===== config.mk =====
export PLATFORM = sky130hd
export DESIGN_NAME = fram_wb_writer
export DESIGN_NICKNAME = d
export VERILOG_FILES = /design/src/rtl/fram_wb_writer.sv
export SDC_FILE = /design/constraint.sdc
export NUM_CORES = 1
export LEC_CHECK = 0
export BUFFER_PORTS_ARGS = -buffer_cell sky130_fd_sc_hd__buf_2
export CELL_PAD_IN_SITES_DETAIL_PLACEMENT = 1
export CELL_PAD_IN_SITES_GLOBAL_PLACEMENT = 2
export CORE_UTILIZATION = 36
export CTS_CLUSTER_SIZE = 10
export DETAILED_ROUTE_END_ITERATION = 10
export PLACE_DENSITY = 0.73
export SYNTH_ARGS = -nofsm -noshare
export SYNTH_HDL_FRONTEND = slang
export SYNTH_SLANG_ARGS = --single-unit

===== constraint.sdc =====
create_clock -name i_clk -period 3.05 [get_ports i_clk]
set_input_delay 0.1525 -clock i_clk [delete_from_list [all_inputs] [get_ports i_clk]]
set_output_delay 0.1525 -clock i_clk [all_outputs]
set_load 0.02 [all_outputs]

===== src/rtl/fram_wb_writer.sv =====
// fram_wb_writer: writeback stage feeding the feature-RAM router write port.
//
// Accepts PE result words over a valid/ready handshake, buffers {address, data}
// pairs in a DEPTH-entry FIFO (address = base_addr + word index, wrapping at the
// FRAM address width) and issues at most one registered write per cycle.
//
// Ports:
//   i_clk, i_rst_n            clock, synchronous active-low reset
//   i_start                   job start pulse (IDLE only); latches i_base_addr/i_length
//   i_base_addr, i_length     first write address and word count of the job
//   i_in_valid/o_in_ready     input handshake, i_in_data is the result word
//   i_rp_addr, i_rp_active    router read-port activity (bank-conflict stall only)
//   o_wp_addr/o_wp_wdata/o_wp_en  registered write port to the router
//   o_busy                    high while a job is running
//   o_done                    one-cycle pulse at job completion
//
// Optional feature: define FRAM_WB_CONFLICT_STALL_EN to hold the FIFO head while
// the read port is active in the same bank (top $clog2(`FRAM_BANK_NUM) address
// bits). Without it, rp_* are ignored and the router arbitrates in favour of writes.

`ifndef FRAM_ADDR_WIDTH
`define FRAM_ADDR_WIDTH 8
`endif
`ifndef FRAM_ADDR_RANGE
`define FRAM_ADDR_RANGE `FRAM_ADDR_WIDTH-1:0
`endif
`ifndef DATA_WIDTH
`define DATA_WIDTH 16
`endif
`ifndef DATA_RANGE
`define DATA_RANGE `DATA_WIDTH-1:0
`endif
`ifndef FRAM_BANK_NUM
`define FRAM_BANK_NUM 4
`endif

module fram_wb_writer #(
  parameter int unsigned DEPTH = 4
) (
  input  logic                    i_clk,
  input  logic                    i_rst_n,
  input  logic                    i_start,
  input  logic [`FRAM_ADDR_RANGE] i_base_addr,
  input  logic [15:0]             i_length,
  input  logic                    i_in_valid,
  output logic                    o_in_ready,
  input  logic [`DATA_RANGE]      i_in_data,
  input  logic [`FRAM_ADDR_RANGE] i_rp_addr,
  input  logic                    i_rp_active,
  output logic [`FRAM_ADDR_RANGE] o_wp_addr,
  output logic [`DATA_RANGE]      o_wp_wdata,
  output logic                    o_wp_en,
  output logic                    o_busy,
  output logic                    o_done
);

  localparam int unsigned AW = `FRAM_ADDR_WIDTH;
  localparam int unsigned DW = `DATA_WIDTH;
  localparam int unsigned EW = AW + DW;
  localparam int unsigned PW = $clog2(DEPTH);

  typedef enum logic [0:0] {StIdle, StRun} state_e;

  state_e          r_state;
  logic [AW-1:0]   r_base;
  logic [15:0]     r_len;
  logic [15:0]     r_acc_cnt;
  logic [15:0]     r_wr_cnt;
  logic [EW-1:0]   r_mem [DEPTH];
  logic [PW-1:0]   r_wptr;
  logic [PW-1:0]   r_rptr;
  logic [PW:0]     r_count;
  logic [AW-1:0]   r_wp_addr;
  logic [DW-1:0]   r_wp_wdata;
  logic            r_wp_en;
  logic            r_done;

  logic            w_full;
  logic            w_empty;
  logic            w_in_ready;
  logic            w_push;
  logic            w_pop;
  logic            w_stall;
  logic            w_last_wr;
  logic [EW-1:0]   w_head;
  logic [AW-1:0]   w_push_addr;

  assign w_full      = (r_count == (PW+1)'(DEPTH));
  assign w_empty     = (r_count == '0);
  // Push is gated by the pre-pop full flag, so a full FIFO never accepts even
  // when it is draining in the same cycle.
  assign w_in_ready  = (r_state == StRun) && !w_full && (r_acc_cnt < r_len);
  assign w_push      = i_in_valid && w_in_ready;
  assign w_head      = r_mem[r_rptr];
  assign w_pop       = !w_empty && !w_stall;
  assign w_push_addr = r_base + r_acc_cnt[AW-1:0];
  assign w_last_wr   = r_wp_en && (r_wr_cnt == r_len - 16'd1);

`ifdef FRAM_WB_CONFLICT_STALL_EN
  localparam int unsigned BB = $clog2(`FRAM_BANK_NUM);
  assign w_stall = i_rp_active && (w_head[EW-1 -: BB] == i_rp_addr[AW-1 -: BB]);
`else
  logic w_unused_rp;
  assign w_stall     = 1'b0;
  assign w_unused_rp = ^{i_rp_addr, i_rp_active};
`endif

  // Storage needs no reset: occupancy is tracked by the pointers/count.
  always_ff @(posedge i_clk) begin
    if (w_push) begin
      r_mem[r_wptr] <= {w_push_addr, i_in_data};
    end
  end

  always_ff @(posedge i_clk) begin
    if (!i_rst_n) begin
      r_state    <= StIdle;
      r_base     <= '0;
      r_len      <= '0;
      r_acc_cnt  <= '0;
      r_wr_cnt   <= '0;
      r_wptr     <= '0;
      r_rptr     <= '0;
      r_count    <= '0;
      r_wp_addr  <= '0;
      r_wp_wdata <= '0;
      r_wp_en    <= 1'b0;
      r_done     <= 1'b0;
    end else begin
      r_done  <= 1'b0;
      r_wp_en <= w_pop;

      if (w_push) begin
        r_wptr    <= r_wptr + 1'b1;
        r_acc_cnt <= r_acc_cnt + 16'd1;
      end
      if (w_pop) begin
        r_rptr     <= r_rptr + 1'b1;
        r_wp_addr  <= w_head[EW-1:DW];
        r_wp_wdata <= w_head[DW-1:0];
      end
      case ({w_push, w_pop})
        2'b10:   r_count <= r_count + 1'b1;
        2'b01:   r_count <= r_count - 1'b1;
        default: r_count <= r_count;
      endcase
      if (r_wp_en) begin
        r_wr_cnt <= r_wr_cnt + 16'd1;
      end

      unique case (r_state)
        StIdle: begin
          if (i_start) begin
            r_base    <= i_base_addr;
            r_len     <= i_length;
            r_acc_cnt <= '0;
            r_wr_cnt  <= '0;
            // An empty job completes immediately without entering RUN.
            if (i_length == 16'd0) begin
              r_done <= 1'b1;
            end else begin
              r_state <= StRun;
            end
          end
        end
        StRun: begin
          // Done is raised the cycle after the final write; the job leaves RUN
          // at the end of that done cycle so busy covers it.
          if (r_done) begin
            r_state <= StIdle;
          end else if (w_last_wr) begin
            r_done <= 1'b1;
          end
        end
        default: r_state <= StIdle;
      endcase
    end
  end

  assign o_in_ready = w_in_ready;
  assign o_wp_addr  = r_wp_addr;
  assign o_wp_wdata = r_wp_wdata;
  assign o_wp_en    = r_wp_en;
  assign o_busy     = (r_state == StRun);
  assign o_done     = r_done;

endmodule


==> flow_metrics.env, run 1 <==
export IMPL_setup_violations=0
export IMPL_syn_nets=799
export IMPL_min_to="r_len[13]$_SDFFE_PN0P_"
export IMPL_post_cts_buffers=0
export IMPL_dieArea_um2=23700
export IMPL_cp_end_kind="flop"
export IMPL_htree_num_levels=4
export IMPL_final_common_cell="nand2_1"
export IMPL_worst_slew_pin_slew_ns=1.05
export IMPL_rows=55
export IMPL_drv_cap=0
export IMPL_synth_seq_area_share_pct=56.4
export IMPL_cts_buffers=17
export IMPL_final_nets=918
export IMPL_finClkSkew_ns=0.0147
export IMPL_path_cells="inv_1, ha_1, and4_1, nand4_1, o211ai_2, ha_1, inv_1, fa_1, xor2_1, or3_1, a21boi_0"
export IMPL_first_global_vias=6390
export IMPL_peakVddDrop_mv=0.363
export IMPL_arrival_ns=3.22
export IMPL_port_buffers=71
export IMPL_ys_warn_count=0
export IMPL_io_pins=81
export IMPL_clock_sinks=186
export IMPL_path_max_fanout=4
export IMPL_place_ws_ns=0.156
export IMPL_multi_input_area_um2=3380
export IMPL_die_width_um=154
export IMPL_ff_latch_area_um2=4690
export IMPL_min_period_ns=2.86
export IMPL_antenna_found_initial=0
export IMPL_core_area_um2=22600
export IMPL_p_leak_nw=3.72
export IMPL_antenna_left=0
export IMPL_insertion_delay_ns=0.43
export IMPL_cts_buffer_depth=2
export IMPL_layout_setup_ws_ns=0.188
export IMPL_ys_types=53
export IMPL_wirelength_um=20000
export IMPL_grt_use_total_pct=18.0
export IMPL_antenna_cells=0
export IMPL_run_status="finished, final reports clean"
export IMPL_finalHoldViolations=0
export IMPL_vias_per_cell=5.13
export IMPL_tritoncts="done"
export IMPL_reg2reg_depth=11
export IMPL_dp_hpwl_um=13900
export IMPL_grt_ovfl_total=0
export IMPL_fill_cells=2435
export IMPL_cts_root_buf="clkbuf_16"
export IMPL_powerDensity_nw_per_um2=688
export IMPL_whs_path_depth=3
export IMPL_relSlewSlack_pct=29.7
export IMPL_synthArstFlopShare_pct=0
export IMPL_grt_pass1_wl_um=33000
export IMPL_ff2ff_setup_slack_ns=0.19
export IMPL_drive_gt1_share_pct=19.0
export IMPL_die_height_um=154
export IMPL_reg2reg_to="r_count[2]$_SDFFE_PN0P_"
export IMPL_synth_edff_count=96
export IMPL_clk_pin_slew_worst_paths_ns=0.08
export IMPL_fin_util_pct=44.8
export IMPL_synth_cells=714
export IMPL_final_max_slew_violation_count=0
export IMPL_wl_per_cell_um=17.7
export IMPL_place_gp_congestion=0.890
export IMPL_yosysTopAreaCell="edfxtp_1"
export IMPL_syn_area_per_cell_um2=11.6
export IMPL_critical_path_class="flop to flop"
export IMPL_min_period_over_period_pct=93.8
export IMPL_cpMaxStageDelayCell="dfxtp_1"
export IMPL_totalNegativeSetupSlack_ns=0
export IMPL_hp_class="input pin to flop"
export IMPL_yosys_top_cells_area="edfxtp_1 (35%), dfxtp_1 (22%), mux4_2 (6.5%)"
export IMPL_ys_flop_type="edfxtp_1"
export IMPL_drc=0
export IMPL_r2r_start="r_len[13]$_SDFFE_PN0P_"
export IMPL_netlist_area_leader_share_pct=34.7
export IMPL_grt_max_degree=61
export IMPL_whs_ns=0.0142
export IMPL_route_vias_total=5801
export IMPL_final_cell_mix="nand2_1 (113), edfxtp_1 (96), dfxtp_1 (88)"
export IMPL_holdCritStartpoint="i_length[13]"
export IMPL_required_ns=3.41
export IMPL_drt_pass1_iter_count=4
export IMPL_slowest_delay_ns=0.44
export IMPL_critPathLaunchType="flop"
export IMPL_clock_fmax_mhz=349
export IMPL_syn_to_final_growth_pct=21.9
export IMPL_rsz0062_at_grt="false"
export IMPL_netlist_area_um2=8310
export IMPL_start_util_pct=36.7
export IMPL_dr_first_iter_drc_count=214
export IMPL_synth_seq_cells=186
[cell type report]
class                      instances  area share (%)
tap                              285            3.52
inverter                          32            1.19
sequential                       186            46.3
clock inverter                    15            2.10
multi-input combinational        464            33.4
clock buffer                      17            4.20
timing repair buffer             132            9.34
[through the flow]
step,std cells,area (um^2),total power (W)
after detailed placement,1061,9110,0.00471
after global placement,1061,9110,0.00463
after global routing,1131,10100,0.00735
after CTS,1131,10100,0.00709
final,1131,10100,0.00698
after floorplan,714,8310,0.00413
[worst max-delay path by stage]
stage,endpoint,from,depth (start not counted)
finish,r_count[2]$_SDFFE_PN0P_,r_len[13]$_SDFFE_PN0P_,11
global route,r_count[2]$_SDFFE_PN0P_,r_len[14]$_SDFFE_PN0P_,11
floorplan,r_count[2]$_SDFFE_PN0P_,r_len[14]$_SDFFE_PN0P_,13
detailed placement,r_count[2]$_SDFFE_PN0P_,r_len[12]$_SDFFE_PN0P_,11
global placement,r_count[2]$_SDFFE_PN0P_,r_len[3]$_SDFFE_PN0P_,11
CTS,r_count[2]$_SDFFE_PN0P_,r_len[12]$_SDFFE_PN0P_,11
[cell usage after synthesis, types with 8 or more instances]
cell type	count
and2_1	8
edfxtp_1	96
o21ai_0	16
xor2_1	23
mux4_2	24
a21boi_0	51
nand4_1	12
nor4_1	10
ha_1	30
dfxtp_1	90
a21oi_1	16
or3_1	10
nand2_1	113
nand3_1	16
clkbuf_1	28
inv_1	31
and3_1	9
nor3_1	8
xnor2_1	25
nor2_1	31
[routing by layer]
layer  track usage (%)  up-vias  part of all wire, %
met5                 0        -                    0
met4              6.48        0                  2.0
met3              2.71       23                  2.0
met2              32.7       83                   51
met1              21.4     2883                   45
li1                  -     2812                    -
[repair_timing]
action                                  in CTS  in global routing
hold buffers                                38                  0
hold endpoints to repair                    86                  0
resized for setup                            0                  2
endpoints found under the setup margin       0                  1
[sequential cells by signal, indices dropped and copies added, names as in the netlist]
name and flops:
r_count 3, r_rptr 2, r_mem 96, r_base 8, r_len 16, r_acc_cnt 16
o_busy 1, r_wptr 2, o_done 1, o_wp_addr 8, o_wp_en 1, o_wp_wdata 16
r_wr_cnt 16
[kinds of logic (layout without fill, tap and decap cells)]
group	after synthesis	after routing	synth area share, %
flip-flops	186	186	56.4
multiplexers	30	30	7.24
XOR/XNOR	48	48	5.06
AND/OR/NAND/NOR	243	243	13.9
buffers and inverters	64	196	3.00
adder cells (fa/ha/maj)	32	32	5.00
AO/OA/AOI/OAI	111	111	9.42
[power breakdown]
group | switching, W | total [W] | internal [W]
Combinational | 0.000946 | 0.00164 | 0.000697
Sequential | 0.000171 | 0.00300 | 0.00283
Clock | 0.00112 | 0.00233 | 0.00121
[worst max-delay path, delay by kind of cell, from the launching register on]
kind / cells / cell delay, ns
buf+inv: 2 / 0.15
flops: 1 / 0.44
fa+ha+maj: 3 / 0.92
simple gates: 3 / 0.72
xor+xnor: 1 / 0.17
compound gates: 2 / 0.39
Note: power is estimated with default switching activity, not from simulation.
==> run 2, diff against run 1 <==
- SETUP_SLACK_MARGIN: not set -> 0.5
==> run 2 against run 1 <==
Effect of this change:
- routed wire length grew 6.4%
- non-clock buffer count grew 25
- worst setup slack gained 0.20 ns
- sequential share of layout area shrank 1.9 points
- sequential cell count is the same
- critical path type unchanged
==> flow_metrics.env, run 2 (synthesized netlist as in run 1, its figures left out) <==
export IMPL_run_status="finished, final reports clean"
export IMPL_final_nets=943
export IMPL_cpMaxStageDelayCell="a2111o_1"
export IMPL_combPwrFrac_pct=25.3
export IMPL_htree_num_levels=4
export IMPL_reg2reg_depth=11
export IMPL_arrival_ns=3.02
export IMPL_grt_max_degree=61
export IMPL_core_area_um2=22600
export IMPL_r2r_start="r_acc_cnt[3]$_SDFF_PN0_"
export IMPL_slowest_delay_ns=0.42
export IMPL_grt_pass1_wl_um=33800
export IMPL_cp_end_kind="flop"
export IMPL_min_period_over_period_pct=87.2
export IMPL_wl_per_cell_um=18.4
export IMPL_top_register="r_mem"
export IMPL_p_leak_nw=3.92
export IMPL_clk_pin_slew_worst_paths_ns=0.08
export IMPL_path_max_fanout=5
export IMPL_required_ns=3.41
export IMPL_worst_slew_pin_slew_ns=0.713
export IMPL_vias_per_cell=5.15
export IMPL_route_vias_total=5956
export IMPL_totalNegativeSetupSlack_ns=0
export IMPL_dieArea_um2=23700
export IMPL_pwr_share_seq_pct=42.0
export IMPL_p_switching_w=0.00237
export IMPL_drt_pass1_iter_count=4
export IMPL_first_global_vias=6299
export IMPL_fin_util_pct=47.2
export IMPL_setup_violations=0
export IMPL_largest_reg_flops=96
export IMPL_grt_use_total_pct=18.6
export IMPL_syn_to_final_growth_pct=28.7
export IMPL_hp_class="input pin to flop"
export IMPL_rows=55
export IMPL_place_gp_congestion=0.838
export IMPL_final_common_cell="nand2_1"
export IMPL_io_pins=81
export IMPL_critPathLaunchType="flop"
export IMPL_clkPwrFrac_pct=32.8
export IMPL_rsz0062_at_grt="true"
export IMPL_min_to="r_len[14]$_SDFFE_PN0P_"
export IMPL_crit_family="compound AO/OA/AOI/OAI gates"
export IMPL_powerDensity_nw_per_um2=670
export IMPL_relSlewSlack_pct=52.4
export IMPL_min_period_ns=2.66
export IMPL_whs_path_depth=3
export IMPL_cts_buffer_depth=2
export IMPL_cts_buffers=17
export IMPL_port_buffers=71
export IMPL_final_cell_mix="nand2_1 (113), edfxtp_1 (96), buf_2 (70), dfxtp_1 (70), a21boi_0 (50)"
export IMPL_dr_first_iter_drc_count=266
export IMPL_instances_no_fill=1156
export IMPL_drc=0
export IMPL_clock_sinks=186
export IMPL_wirelength_um=21300
export IMPL_drv_cap=0
export IMPL_p_int_w=0.00480
export IMPL_antenna_found_initial=0
export IMPL_antenna_cells=0
export IMPL_ff2ff_setup_slack_ns=0.39
export IMPL_crit_buf_inv=2
export IMPL_tritoncts="done"
export IMPL_reg2reg_to="r_count[2]$_SDFFE_PN0P_"
export IMPL_die_height_um=154
export IMPL_grt_ovfl_total=0
export IMPL_drive_gt1_share_pct=28.4
export IMPL_dp_hpwl_um=13800
export IMPL_p_sw_share_pct=33.0
export IMPL_finalHoldViolations=0
export IMPL_insertion_delay_ns=0.44
export IMPL_critical_path_class="flop to flop"
export IMPL_die_width_um=154
export IMPL_cts_root_buf="clkbuf_16"
export IMPL_placed_cells=1057
export IMPL_final_max_slew_violation_count=0
export IMPL_clock_fmax_mhz=376
export IMPL_path_cells="ha_2, a2111o_1, a311oi_4, o211ai_2, ha_4, inv_2, fa_2, xor2_1, buf_4, o21ai_0, a21boi_1"
export IMPL_start_util_pct=36.7
export IMPL_peakVddDrop_mv=0.377
export IMPL_holdCritStartpoint="i_length[14]"
export IMPL_total_power_w=0.00717
export IMPL_antenna_left=0
export IMPL_finClkSkew_ns=0.0120
[run 2: changes by cell type in the layout (fill, tap and decap cells not counted), moves of 6 or more]
cell,change
ha_4,+7
ha_1,-8
or4_4,+6
inv_1,-8
dfxtp_2,+6
a21oi_1,-7
dfxtp_1,-18
or4_1,-6
buf_4,+17
a21oi_2,+7
dfxtp_4,+12
inv_2,+8
[run 2: worst max path at each step]
stage                                 start                       to  slack [ns]  cells past startpoint
global route          r_len[1]$_SDFFE_PN0P_  r_count[2]$_SDFFE_PN0P_        0.33                     11
detailed placement    r_len[5]$_SDFFE_PN0P_  r_count[2]$_SDFFE_PN0P_        0.13                     12
floorplan             r_len[7]$_SDFFE_PN0P_  r_count[2]$_SDFFE_PN0P_        0.35                     13
finish              r_acc_cnt[3]$_SDFF_PN0_  r_count[2]$_SDFFE_PN0P_        0.39                     11
CTS                  r_len[14]$_SDFFE_PN0P_  r_count[2]$_SDFFE_PN0P_        0.38                     11
global placement      r_len[3]$_SDFFE_PN0P_  r_count[2]$_SDFFE_PN0P_        0.34                     11
[run 2: cell type report]
type | count | area, um^2
Multi-Input combinational cell | 464 | 3600
Inverter | 32 | 120
Fill cell | 2391 | 11900
Tap cell | 285 | 357
Clock inverter | 15 | 223
Timing Repair Buffer | 157 | 1230
Sequential cell | 186 | 4740
Clock buffer | 17 | 425
[run 2: worst min-delay path, delay by kind of cell]
family	cells	cell delay, ns
and+or+nand+nor	1	0.06
buffers and inverters	1	0.11
AOI/OAI and AO/OA	1	0.08
[run 2: power by group through the flow]
stage	combinational (W)	sequential, W	clock (W)
final	0.00181	0.00301	0.00235
after global routing	0.00200	0.00304	0.00250
after CTS	0.00184	0.00301	0.00240
after detailed placement	0.00167	0.00308	0
after global placement	0.00161	0.00307	0
after floorplan	0.00103	0.00313	0
[run 2: timing repair]
| action | in CTS | in global routing |
|---|---|---|
| cloned | 1 | 1 |
| buffers inserted | 22 | 5 |
| setup endpoints to repair | 106 | 107 |
| pin swaps | 19 | 22 |
| hold endpoints to repair | 86 | 0 |
| gates resized for setup | 53 | 27 |
| hold buffers | 38 | 0 |
[run 2: metrics by stage]
step	area, um^2	setup slack [ns]	hold WS, ns
2_1_floorplan	8340	0.352	0.251
3_3_place_gp	9130	0.335	0.366
3_5_place_dp	9130	0.126	0.372
4_1_cts	10500	0.375	0.00277
5_1_grt	10700	0.330	0.00380
6_report	10700	0.392	0.00937
[run 2: metal layers]
| metal | GRT usage (%) | share of wire [%] |
|---|---|---|
| met1 | 22.7 | 45 |
| met2 | 33.2 | 50 |
| met3 | 3.44 | 2.7 |
| met4 | 5.67 | 1.5 |
| met5 | 0 | 0 |
